$ cat src/rtl/mips_boot_ctrl.sv
// Boot controller for mips_dpu: streams a program image into instruction memory
// with the core held in reset, then releases it, counts run clocks and detects a halt.
module mips_boot_ctrl #(
    parameter int ADDR_W   = 8,
    parameter int HALT_CYC = 4,
    parameter int MAX_RUN  = 4096
) (
    input  logic              clk,
    input  logic              reset,
    input  logic              start,
    input  logic [ADDR_W:0]   load_len,
    input  logic              in_valid,
    input  logic [31:0]       in_data,
    output logic              in_ready,
    output logic              imem_we,
    output logic [ADDR_W-1:0] imem_waddr,
    output logic [31:0]       imem_wdata,
    input  logic [31:0]       cpu_pc,
    output logic              cpu_reset,
    output logic              busy,
    output logic              done,
    output logic              timeout,
    output logic [31:0]       run_cycles
);

    localparam int                SW          = $clog2(HALT_CYC + 1);
    localparam logic [ADDR_W:0]   IMAGE_MAX   = {1'b1, {ADDR_W{1'b0}}};
    localparam logic [SW-1:0]     STABLE_HALT = SW'(HALT_CYC - 1);
    localparam logic [31:0]       RUN_LIMIT   = 32'(MAX_RUN);

    typedef enum logic [2:0] {S_IDLE, S_LOAD, S_PRST, S_RUN, S_HALTED} state_t;

    state_t          state, state_next;
    logic [ADDR_W:0] len, count, len_clamped;
    logic [SW-1:0]   stable, stable_next;
    logic [31:0]     pc_p1, run_next;
    logic            skip_cmp;
    logic            start_ok, hs, last_word, counting, halt_hit, tmo_hit;

    function automatic logic [31:0] sat_inc(input logic [31:0] v);
        return (v == 32'hFFFF_FFFF) ? v : v + 32'd1;
    endfunction

    always_comb begin
        state_next  = state;
        start_ok    = start && (state == S_IDLE || state == S_HALTED);
        hs          = (state == S_LOAD) && in_valid && in_ready;
        last_word   = hs && (count == len - 1'b1);
        counting    = (state == S_RUN) && !cpu_reset;
        len_clamped = (load_len > IMAGE_MAX) ? IMAGE_MAX : load_len;
        stable_next = stable;
        // The compare against the pc held before reset fell is meaningless, so skip it.
        if (counting && !skip_cmp)
            stable_next = (cpu_pc == pc_p1) ? stable + 1'b1 : '0;
        run_next = counting ? sat_inc(run_cycles) : run_cycles;
        halt_hit = counting && (stable_next == STABLE_HALT);
        tmo_hit  = counting && (run_next == RUN_LIMIT);
        case (state)
            S_IDLE, S_HALTED: if (start_ok) state_next = (len_clamped != '0) ? S_LOAD : S_PRST;
            S_LOAD:           if (last_word) state_next = S_PRST;
            S_PRST:           state_next = S_RUN;
            S_RUN:            if (halt_hit || tmo_hit) state_next = S_HALTED;
            default:          state_next = S_IDLE;
        endcase
    end

    always_ff @(posedge clk or negedge reset) begin
        if (!reset) state <= S_IDLE;
        else        state <= state_next;
    end

    always_ff @(posedge clk or negedge reset) begin
        if (!reset) begin
            cpu_reset  <= 1'b1;
            in_ready   <= 1'b0;
            imem_we    <= 1'b0;
            imem_waddr <= '0;
            imem_wdata <= '0;
            busy       <= 1'b0;
            done       <= 1'b0;
            timeout    <= 1'b0;
            run_cycles <= '0;
            count      <= '0;
            len        <= '0;
            stable     <= '0;
            skip_cmp   <= 1'b1;
            pc_p1      <= '0;
        end else begin
            busy     <= state_next inside {S_LOAD, S_PRST, S_RUN};
            done     <= (state_next == S_HALTED);
            in_ready <= (state_next == S_LOAD);
            imem_we  <= hs;
            if (hs) begin
                imem_waddr <= count[ADDR_W-1:0];
                imem_wdata <= in_data;
                count      <= count + 1'b1;
            end
            if (start_ok) begin
                len        <= len_clamped;
                count      <= '0;
                run_cycles <= '0;
                timeout    <= 1'b0;
                cpu_reset  <= 1'b1;
            end else begin
                // cpu_reset drops one cycle after entering RUN and stays low through HALTED.
                if (state == S_RUN) cpu_reset <= 1'b0;
                run_cycles <= run_next;
                if (state == S_RUN && state_next == S_HALTED)
                    timeout <= tmo_hit && !halt_hit;
            end
            stable   <= counting ? stable_next : '0;
            skip_cmp <= !counting;
            pc_p1    <= cpu_pc;
        end
    end

endmodule

$ cat config.mk
export PLATFORM = sky130hd
export DESIGN_NAME = mips_boot_ctrl
export DESIGN_NICKNAME = d
export VERILOG_FILES = /design/src/rtl/mips_boot_ctrl.sv
export SDC_FILE = /design/constraint.sdc
export NUM_CORES = 1
export LEC_CHECK = 0
export BUFFER_PORTS_ARGS = -buffer_cell sky130_fd_sc_hd__buf_2
export CORE_ASPECT_RATIO = 0.75
export CORE_MARGIN = 2
export CORE_UTILIZATION = 50
export CTS_CLUSTER_SIZE = 20
export DETAILED_ROUTE_END_ITERATION = 10
export PLACE_DENSITY = 0.82
export SLEW_MARGIN = 25
export SYNTH_ARGS = -nofsm -noshare
export SYNTH_HDL_FRONTEND = slang
export SYNTH_SLANG_ARGS = --single-unit
$ cat constraint.sdc
create_clock -name clk -period 3.7 [get_ports clk]
set_input_delay 0.555 -clock clk [delete_from_list [all_inputs] [get_ports clk]]
set_output_delay 0.555 -clock clk [all_outputs]
set_load 0.02 [all_outputs]
* Yosys cells after proc, flatten, opt, wreduce, memory -nomap -nowiden *
Cells that the tools add are included.

operators by class
  bitwise logic cells = 0
  multiply operators = 0
  mux-type cells = 18
  shift operators = 0
  magnitude comparators = 1
  $add $sub $neg = 4
  div/mod/pow operators = 0
  eq/ne operators = 13
  reduce and logical (&&, ||, !) cells = 23

operators with widths
  cell                     number
  $mux W32                 3
  $add A32 B1 Y32 const B  1
  $eq A32 B13 Y1 const B   1
  $eq A32 B32 Y1           1
  $eq A32 B32 Y1 const B   1
  $mux W9                  3
  $mux W3                  6
  $eq A3 B2 Y1 const B     5
  $pmux W3 S4              1
  $logic_and A1 B1 Y1      10
  $add A9 B1 Y9 const B    1
  $eq A9 B9 Y1             1
  $gt A9 B9 Y1 const B     1
  $reduce_bool A9 Y1       1
  $sub A9 B1 Y9 const B    1
  $eq A3 B1 Y1 const B     2
  $eq A3 B3 Y1 const B     2
  $reduce_bool A2 Y1       3
  $logic_not A1 Y1         4
  $mux W1                  4
  $add A3 B1 Y3 const B    1
  $logic_not A3 Y1         1
  $reduce_bool A3 Y1       1
  $logic_or A1 B1 Y1       2
  2 further kinds          2

word-level totals
  memories = 0
  bits in latches = 0
  logic and storage cells = 74
  output and inout bits = 78
  bits in registers = 135
  input port bits = 77
  bits in read-only memories = 0
  bits in writable memories = 0

* Longest topological paths before layout *
Gate-level depths: netlist of the first run.

  depth after elaboration = 13
  mapped depth = 10
  mapped depth without buffers = 10

* Worst setup path before layout of the first run *
Ideal clock, no wire load.

  path type = register to register
  start point = reg run_cycles[11]
  end point = reg state[0]
  arrival time = 3.196 ns
  slack = 0.370 ns
  clock period less this slack = 3.330 ns
  library setup time = 0.133 ns
  path buffers = 1
  cell stages (with the launch flop) = 10
  data required time = 3.567 ns
  path through = dfrtp_1 clkbuf_8 and3_2 or4b_4 or3_1 o21a_1 a211o_1 or4_4 o41ai_4 o21bai_1

between the ends
  longest elaborated chain between the ends = 8
  elaborated cells on any way between the ends = 9
  classes of those cells = add/sub: 1; eq/ne: 2; mux: 4; reduce/logical: 2

RTL lines
  what                                                      RTL line  text
  start, declared                                           23        output logic [31:0] run_cycles
  start signal, assigned                                    107       run_cycles <= run_next;
  $add A32 B1 Y32 / $eq A32 B32 Y1 (equally long branches)  41        return (v == 32'hFFFF_FFFF) ? v : v + 32'd1;
  $mux W32                                                  41
  $mux W32 *                                                55        run_next = counting ? sat_inc(run_cycles) : run_cycles;
  $eq A32 B13 Y1 *                                          57        tmo_hit = counting && (run_next == RUN_LIMIT);
  $logic_and A1 B1 Y1 *                                     57
  $logic_or A1 B1 Y1 *                                      62        S_RUN: if (halt_hit || tmo_hit) state_next = S_HALTED;
  $mux W3 *                                                 62
  $pmux W3 S4 *                                             58        case (state)
  net state_next[0]                                         33        state_t state, state_next;
  end signal, assigned                                      69        else state <= state_next;
  end, declared                                             33

The timed path passes the listed nets; every way through them passes the cells marked *.
A chain may end at the register's enable or synchronous reset.

* Worst setup path after layout of the first run *
  start point = reg run_cycles[8]
  end point = reg state[1]

Same word-level chain as after synthesis.

==> results of run 1 <==
## metrics by stage
step	util, %	setup slack, ps	power [uW]	cells
floorplan	-	370	3030	603
global placement	58.5	302	3450	917
detailed placement	58.5	212	3530	917
CTS	64.0	180	5560	949
global route	64.0	2.66	5820	949
finish	64.0	206	5530	949
## final timing paths
check,start,endpoint,slack (ps),cells past startpoint
max,run_cycles[8],state[1],210,8
min,reset,imem_wdata[3],210,1
max reg2reg,run_cycles[8],state[1],210,8
min reg2reg,len[8],len[8],500,2
max in group asynchronous,reset,skip_cmp,2610,2
min in group clk,cpu_pc[27],pc_p1[27],270,1
## timing repair
action                                  in CTS  in global routing
endpoints found under the setup margin       0                  4
resized for setup                            0                  2
endpoints found under the hold margin        0                  0
## power by group
group | switching [uW] | internal [uW] | total [uW]
Clock | 639 | 1370 | 2010
Combinational | 867 | 626 | 1490
Sequential | 233 | 1790 | 2030
## cells by family (layout without fill, tap and decap cells)
| group | count (synthesis) | in the layout | share of synthesized area [%] |
|---|---|---|---|
| and+or+nand+nor | 231 | 231 | 19.0 |
| DFF | 135 | 135 | 51.4 |
| xor gates and xnor gates | 84 | 84 | 11.2 |
| AOI/OAI and AO/OA | 69 | 69 | 7.60 |
| muxes | 43 | 43 | 7.30 |
| buffers and inverters | 37 | 212 | 2.76 |
| adders and majority gates | 4 | 4 | 0.760 |
## layout make-up
class	instances	area share (%)
clock buffers	21	5.56
repair buffers	172	11.1
flip-flops and latches	135	40.8
well taps	171	2.58
clock inverters	11	2.95
multi-input cells	431	36.6
inverters	8	0.363
## worst max-delay path: cells and delay by family (launching register included)
kind | cells | cell delay, ps
flip-flops | 1 | 510
AND/OR/NAND/NOR | 4 | 1740
AO/OA/AOI/OAI | 4 | 1090
## routing by layer
metal	vias to the layer above	wire length [microns]	global-route usage (%)	part of all wire (%)
met4	0	264	8.25	1.6
met5	-	0	0	0
met3	22	1360	7.70	8.1
met2	206	7750	36.2	46
met1	2675	7450	34.7	44
li1	2488	-	-	-
## synth_stat cells, types with 8 or more instances
master | number | area [sq um]
a21oi_1 | 15 | 75.1
xnor2_1 | 24 | 210
or3_1 | 12 | 75.1
inv_1 | 8 | 30.0
clkbuf_1 | 20 | 75.1
nand3b_1 | 9 | 67.6
and3_1 | 9 | 56.3
dfrtp_1 | 133 | 3330
nor2_1 | 50 | 188
o21ai_0 | 16 | 80.1
nor4_1 | 15 | 93.8
nand2_1 | 45 | 169
nand3_1 | 24 | 120
nor3_1 | 10 | 50.1
nand4_1 | 22 | 138
xor2_1 | 60 | 526
mux2_2 | 40 | 450
## state kept, by name (all words and copies together) (netlist names)
| signal | flops |
|---|---|
| busy | 1 |
| count | 9 |
| cpu_reset | 1 |
| done | 1 |
| imem_waddr | 8 |
| imem_wdata | 32 |
| imem_we | 1 |
| in_ready | 1 |
| len | 9 |
| pc_p1 | 32 |
| run_cycles | 32 |
| skip_cmp | 1 |
| stable | 3 |
| state | 3 |
| timeout | 1 |
==> flow_summary.toml, run 1 <==
[drt]
drc_errors = 0
viasPerCell = 5.68
ant_nets = 0
wl_per_cell_microns = 17.7
wirelength_mm = 16.8
drt-pass1-iter-count = 5
via_count = 5391
drtIter0Drc = 442

[synthesis]
synth_edf_count = 0
async_flop_share_pct = 100
yosys_warnings = 0
ys_seq_area_share_pct = 51.4
synth_cell_types = 65
syn_area_per_cell_sq_um = 10.9
synth_top_flop_cell = "dfrtp_1"
ys_ff_latch = 135
synthCells = 603
syn-cell-area_sq_mm = 0.00658
syn-num-nets = 684

[global_route]
grt_remaining_overflow = 0
antenna_found_initial = 0
grt_start_max_net_pins = 78
grt_pass1_wl_mm = 26.5
grt_usage_pct = 24.6
grt_pass1_vias = 5158

[floorplanning]
rows = 36
fp.dieH_microns = 103
die_x_microns = 136
initial_core_util_pct = 50.9
io_pins = 155
die-area_sq_mm = 0.0141
design.core.area_sq_mm = 0.0129

[clocking]
cts_buffers = 17
cts_hold_buf = 0
cts_max_path_buffers = 2
numClockSinks = 135
cts_tree = "built"
cts_setup_buffers = 0
path_clk_slew_ps = 60
worstSkewPairLatency_ps = 420
h-tree-depth = 4
cts_root_buffer = "clkbuf_16"

[timing]
relSlewSlack_pct = 48.3
fin_setup_tns_ps = 0
hold_viol_final = 0
finalCritPeriodShare_pct = 94.4
rsz0062_at_grt = "no"
finalCriticalPeriod_ps = 3490
fmax_mhz = 286
fin_skew_ps = 7.86
hold_slack_ps = 213
tightest_slew_ps = 769
report.final.setup_viol = 0
slew_violations = 0

[worst_hold_path]
hp-class = "in -> async"

[worst_setup_path]
arrival_ps = 3770
crit_type = "reg -> reg"
start_kind = "flop"
critical_path.cell_chain = "nand4_2 -> or4b_4 -> or3_1 -> o21a_1 -> a211o_1 -> or4_4 -> o41ai_4 -> o21ai_1"
cp_data_required_time_ps = 3980
critPathSlowestCell = "or4b_4"
worstSetupEndpointType = "flop"
cpPeakStageDelay_ps = 620
crit_fanout = 8

[finish]
drive_above_1_share_pct = 33.4
fillerInstances = 998
insertedDiodeCount = 0
layout.cells.most_common_list = "buf_2, dfrtp_1, xor2_1"
syn2layout_area_growth_pct = 25.8
regArea_sq_mm = 0.00338
fin_nets = 846
multiInputGateArea_sq_mm = 0.00303
postLayoutCellArea_sq_mm = 0.00828
final_common_cell = "buf_2"

[flow_run]
maxCapViolCount = 0

[pwr]
ir_worst_vdd_uv = 483
p_per_area_mw_per_mm2 = 668
leakage_uw = 0.00387

[run_status]
status = "finished clean"

[placed_design]
gp_congestion = 0.935
dpl.hpwl_mm = 12.0
portBuffers = 154
place_area_sq_mm = 0.00757
Note: power is estimated with default switching activity, not from simulation.
==> run 2, diff against run 1 <==
MAX_ROUTING_LAYER = met4   (was not set)
==> flow_summary.toml, run 2 (synthesized netlist as in run 1, its figures left out) <==
[worst_setup_path]
start_kind = "flop"
critPathSlowestCell = "or4b_4"
worstRegToRegCells = 8
cpPeakStageDelay_ps = 630
cp_data_required_time_ps = 3990
critical_path.cell_chain = "nand4_2 -> or4b_4 -> or3_1 -> o21a_1 -> a211o_1 -> or4_4 -> o41ai_4 -> o21bai_1"
r2r_start = "run_cycles[9]"
crit_fanout = 8
arrival_ps = 3790
worstReg2RegEnd = "state[0]"
crit_type = "reg -> reg"
r2r_setup_slack_ps = 200
worstSetupEndpointType = "flop"

[placed_design]
gp_congestion = 0.997
portBuffers = 154
place_area_sq_mm = 0.00759
dpl.hpwl_mm = 12.2

[drt]
ant_nets = 0
drtIter0Drc = 494
viasPerCell = 5.67
wirelength_mm = 17.0
drc_errors = 0
drt-pass1-iter-count = 6
wl_per_cell_microns = 17.9
via_count = 5394

[timing]
fin_skew_ps = 10.9
slew_violations = 0
fmax_mhz = 286
report.final.setup_viol = 0
hold_viol_final = 0
relSlewSlack_pct = 49.6
finalCriticalPeriod_ps = 3500
tightest_slew_ps = 751
fin_setup_tns_ps = 0
finalCritPeriodShare_pct = 94.5
rsz0062_at_grt = "no"

[global_route]
antenna_found_initial = 0
grt_pass1_vias = 5325
grt_usage_pct = 25.7
grt.busiest_layer = "met2"
met2_usage_pct = 38.0
grt_start_max_net_pins = 116
grt_use_met1_pct = 34.3
use_met3_pct = 6.19
grt_pass1_wl_mm = 26.7
grt_remaining_overflow = 0

[clocking]
cts_buffers = 17
worstSkewPairLatency_ps = 420
cts_setup_buffers = 0
cts_max_path_buffers = 2
cts_tree = "built"
numClockSinks = 135
path_clk_slew_ps = 60
cts_root_buffer = "clkbuf_16"
h-tree-depth = 4
cts_hold_buf = 0

[floorplanning]
die-area_sq_mm = 0.0141
initial_core_util_pct = 50.9
io_pins = 155
rows = 36
design.core.area_sq_mm = 0.0129
fp.dieH_microns = 103
die_x_microns = 136

[finish]
regArea_sq_mm = 0.00338
top_regs = "imem_wdata (32), pc_p1 (32), run_cycles (32)"
postLayoutCellArea_sq_mm = 0.00828
fin_nets = 849
multiInputGateArea_sq_mm = 0.00303
drive_above_1_share_pct = 33.9
insertedDiodeCount = 0
syn2layout_area_growth_pct = 25.8
fillerInstances = 980
final_common_cell = "buf_2"
layout.cells.most_common_list = "buf_2, dfrtp_1, xor2_1"

[pwr]
ir_worst_vdd_uv = 536
leakage_uw = 0.00387
p_per_area_mw_per_mm2 = 661

[flow_run]
maxCapViolCount = 0

[worst_hold_path]
hp-class = "in -> async"

[run_status]
status = "finished clean"
==> run 2: cell count changes in the layout (fill, tap and decap cells not counted), sizes merged <==
| cell | previous run | this run |
|---|---|---|
| clkinv | 3 | 4 |
| clkbuf | 21 | 18 |
| clkinvlp | 1 | 2 |
| buf | 172 | 175 |
| inv | 8 | 10 |
| bufinv | 7 | 6 |
==> run 2: worst max-delay path, delay by kind of cell, from the launching register on <==
kind,cells,cell delay [ps]
AOI/OAI and AO/OA,4,1090
DFF,1,500
and+or+nand+nor,4,1790
==> run 2: worst max-delay path by stage <==
| stage | from | end | slack [ps] |
|---|---|---|---|
| 2_1_floorplan | run_cycles[11] | state[0] | 370 |
| 3_3_place_gp | run_cycles[9] | busy | 310 |
| 3_5_place_dp | run_cycles[14] | state[0] | 140 |
| 4_1_cts | run_cycles[14] | state[0] | 130 |
| 5_1_grt | state[2] | busy | 20 |
| 6_report | run_cycles[9] | state[0] | 200 |
==> run 2: stage by stage <==
step	setup WS, ps	cells	util, %	power [uW]	hold WS, ps
global placement	307	920	58.7	3450	455
CTS	131	952	64.0	5510	13.2
floorplan	370	603	-	3030	259
finish	202	952	64.1	5480	14.1
detailed placement	140	920	58.7	3540	459
global route	21.8	952	64.1	5750	20.5
==> run 2: area by class of cell <==
cell class | instances | share of cell area [%]
clock buffers | 18 | 5.30
clock inverters | 14 | 2.98
inverters | 8 | 0.363
multi-input cells | 431 | 36.6
flip-flops and latches | 135 | 40.8
well taps | 171 | 2.58
repair buffers | 175 | 11.4
==> run 2: timing repair <==
item / 4_1_cts / 5_1_grt
hold endpoints to repair: 0 / 0
setup endpoints to repair: 0 / 5
resized for setup: 0 / 2
==> run 2: layer usage <==
layer / part of all wire, % / vias up
met1: 44 / 2657
li1: - / 2491
met5: 0 / -
met2: 47 / 221
met3: 7.9 / 25
met4: 1.6 / 0
==> run 2: report_power, final <==
group | total, uW | switching, uW | internal (uW)
Clock | 1950 | 659 | 1290
Sequential | 2020 | 228 | 1790
Combinational | 1510 | 878 | 627
Total | 5480 | 1770 | 3710
==> run 3, diff against run 2 <==
CORE_UTILIZATION = 49   (was 50)
PLACE_DENSITY = 0.84   (was 0.82)
clock period = 3 ns   (was 3.7 ns; I/O delays follow)
==> flow_summary.toml, run 3 (synthesized netlist as in run 1, its figures left out) <==
[floorplanning]
die-area_sq_mm = 0.0144
design.core.area_sq_mm = 0.0131
die_x_microns = 138
io_pins = 155
rows = 36
initial_core_util_pct = 50.4
fp.dieH_microns = 104

[global_route]
grt.busiest_layer = "met2"
met2_usage_pct = 37.3
grt_use_met1_pct = 35.1
use_met3_pct = 5.46
grt_usage_pct = 25.3
grt_pass1_wl_mm = 27.6
grt_remaining_overflow = 0
grt_start_max_net_pins = 63
grt_pass1_vias = 5616
antenna_found_initial = 0

[drt]
drt-pass1-iter-count = 5
ant_nets = 0
viasPerCell = 5.51
drc_errors = 0
via_count = 5583
wirelength_mm = 17.1
wl_per_cell_microns = 16.9
drtIter0Drc = 354

[worst_hold_path]
hp-class = "in -> reg"
min_from = "cpu_pc[26]"

[pwr]
leakage_uw = 0.00417
p_per_area_mw_per_mm2 = 724
ir_worst_vdd_uv = 690
finalPower_uw = 6340

[worst_setup_path]
crit_start = "run_cycles[14]"
crit_type = "reg -> reg"
r2r_start = "run_cycles[14]"
crit_path_frequent_cell = "o21a_1"
arrival_ps = 3370
start_kind = "flop"
worstReg2RegEnd = "done"
r2r_setup_slack_ps = -30
cp_num_cells = 9
cp-endpoint = "done"
critPathSlowestCell = "or4b_4"
critical_path.cell_chain = "nand3_1 -> or4b_4 -> or3_1 -> o21a_1 -> a211o_1 -> or4_4 -> o41ai_4 -> buf_4 -> o21a_1"
cp.buffers_inverters = 1
crit_fanout = 5
worstRegToRegCells = 9
worstSetupEndpointType = "flop"
cpPeakStageDelay_ps = 590
path_delay_family = "simple AND/OR/NAND/NOR gates"
cp_data_required_time_ps = 3340

[flow_run]
maxCapViolCount = 0

[clocking]
path_clk_slew_ps = 60
cts_max_path_buffers = 2
cts_buffers = 17
numClockSinks = 135
cts_root_buffer = "clkbuf_16"
cts_tree = "built"
h-tree-depth = 4
worstSkewPairLatency_ps = 410

[timing]
tightest_slew_ps = 764
hold_viol_final = 0
finalCriticalPeriod_ps = 3030
report.final.setup_viol = 5
finalCritPeriodShare_pct = 101
fin_setup_tns_ps = -121
fin_skew_ps = 12.7
fin_ws_ps = -31.9
fmax_mhz = 330
slew_violations = 0
rsz0062_at_grt = "yes"
relSlewSlack_pct = 48.6

[finish]
fillerInstances = 1015
drive_above_1_share_pct = 41.8
syn2layout_area_growth_pct = 33.0
multiInputGateArea_sq_mm = 0.00313
insertedDiodeCount = 0
regArea_sq_mm = 0.00340
final_common_cell = "buf_2"
layout.cells.most_common_list = "buf_2, dfrtp_1, buf_4"
top_regs = "imem_wdata (32), pc_p1 (32), run_cycles (32)"
fin_nets = 911

[placed_design]
portBuffers = 154
dp_slack_ps = -56.8
gp_congestion = 0.945
dpl.hpwl_mm = 12.4

[run_status]
status = "finished, violations left"
violations = "setup timing"
-- run 3: how the worst min path moves through the flow --
stage,endpoint,cells after the start
after floorplan,busy,0
after global routing,pc_p1[26],1
final,pc_p1[26],1
after CTS,pc_p1[26],1
after detailed placement,count[5],1
after global placement,imem_waddr[5],1
-- run 3: through the flow --
stage / cell area (sq um) / util, % / hold slack (ps) / instances
4_1_cts: 8640 / 66.1 / 147 / 1004
3_5_place_dp: 8000 / 61.2 / 371 / 965
2_1_floorplan: 6670 / - / 154 / 603
3_3_place_gp: 8000 / 61.2 / 373 / 965
5_1_grt: 8760 / 67.0 / 146 / 1014
6_report: 8760 / 67.0 / 162 / 1014
-- run 3: report_power, final --
group | internal, uW | leakage, uW | switching, uW | total (uW)
Sequential | 2210 | 0.00168 | 262 | 2480
Clock | 1090 | 0.000267 | 854 | 1950
Combinational | 817 | 0.00223 | 1100 | 1920
-- run 3: layout make-up --
type                    instances  area share (%)
clock buffers                  18            4.90
clock inverters                14            1.50
inverters                       8           0.343
multi-input cells             431            35.7
flip-flops and latches        135            38.8
well taps                     171            2.44
repair buffers                237            16.3
-- run 3: repair_timing --
| item | 4_1_cts | 5_1_grt |
|---|---|---|
| setup endpoints to repair | 6 | 6 |
| endpoints found under the hold margin | 35 | 0 |
| pin swaps | 1 | 15 |
| setup buffers | 6 | 10 |
| resized for setup | 5 | 8 |
| hold buffers | 1 | 0 |
-- run 3: worst reg2reg max path, stage by stage (launching register included) --
cell	delay [ps]
dfrtp_2	390
nand3_1	120
or4b_4	590
or3_1	350
o21a_1	200
a211o_1	280
or4_4	520
o41ai_4	210
buf_4	190
o21a_1	130
-- run 3: per-layer routing --
layer	vias up	wire, microns
met1	2683	7590
li1	2618	-
met3	32	1310
met2	250	7920
met5	-	0
met4	0	289
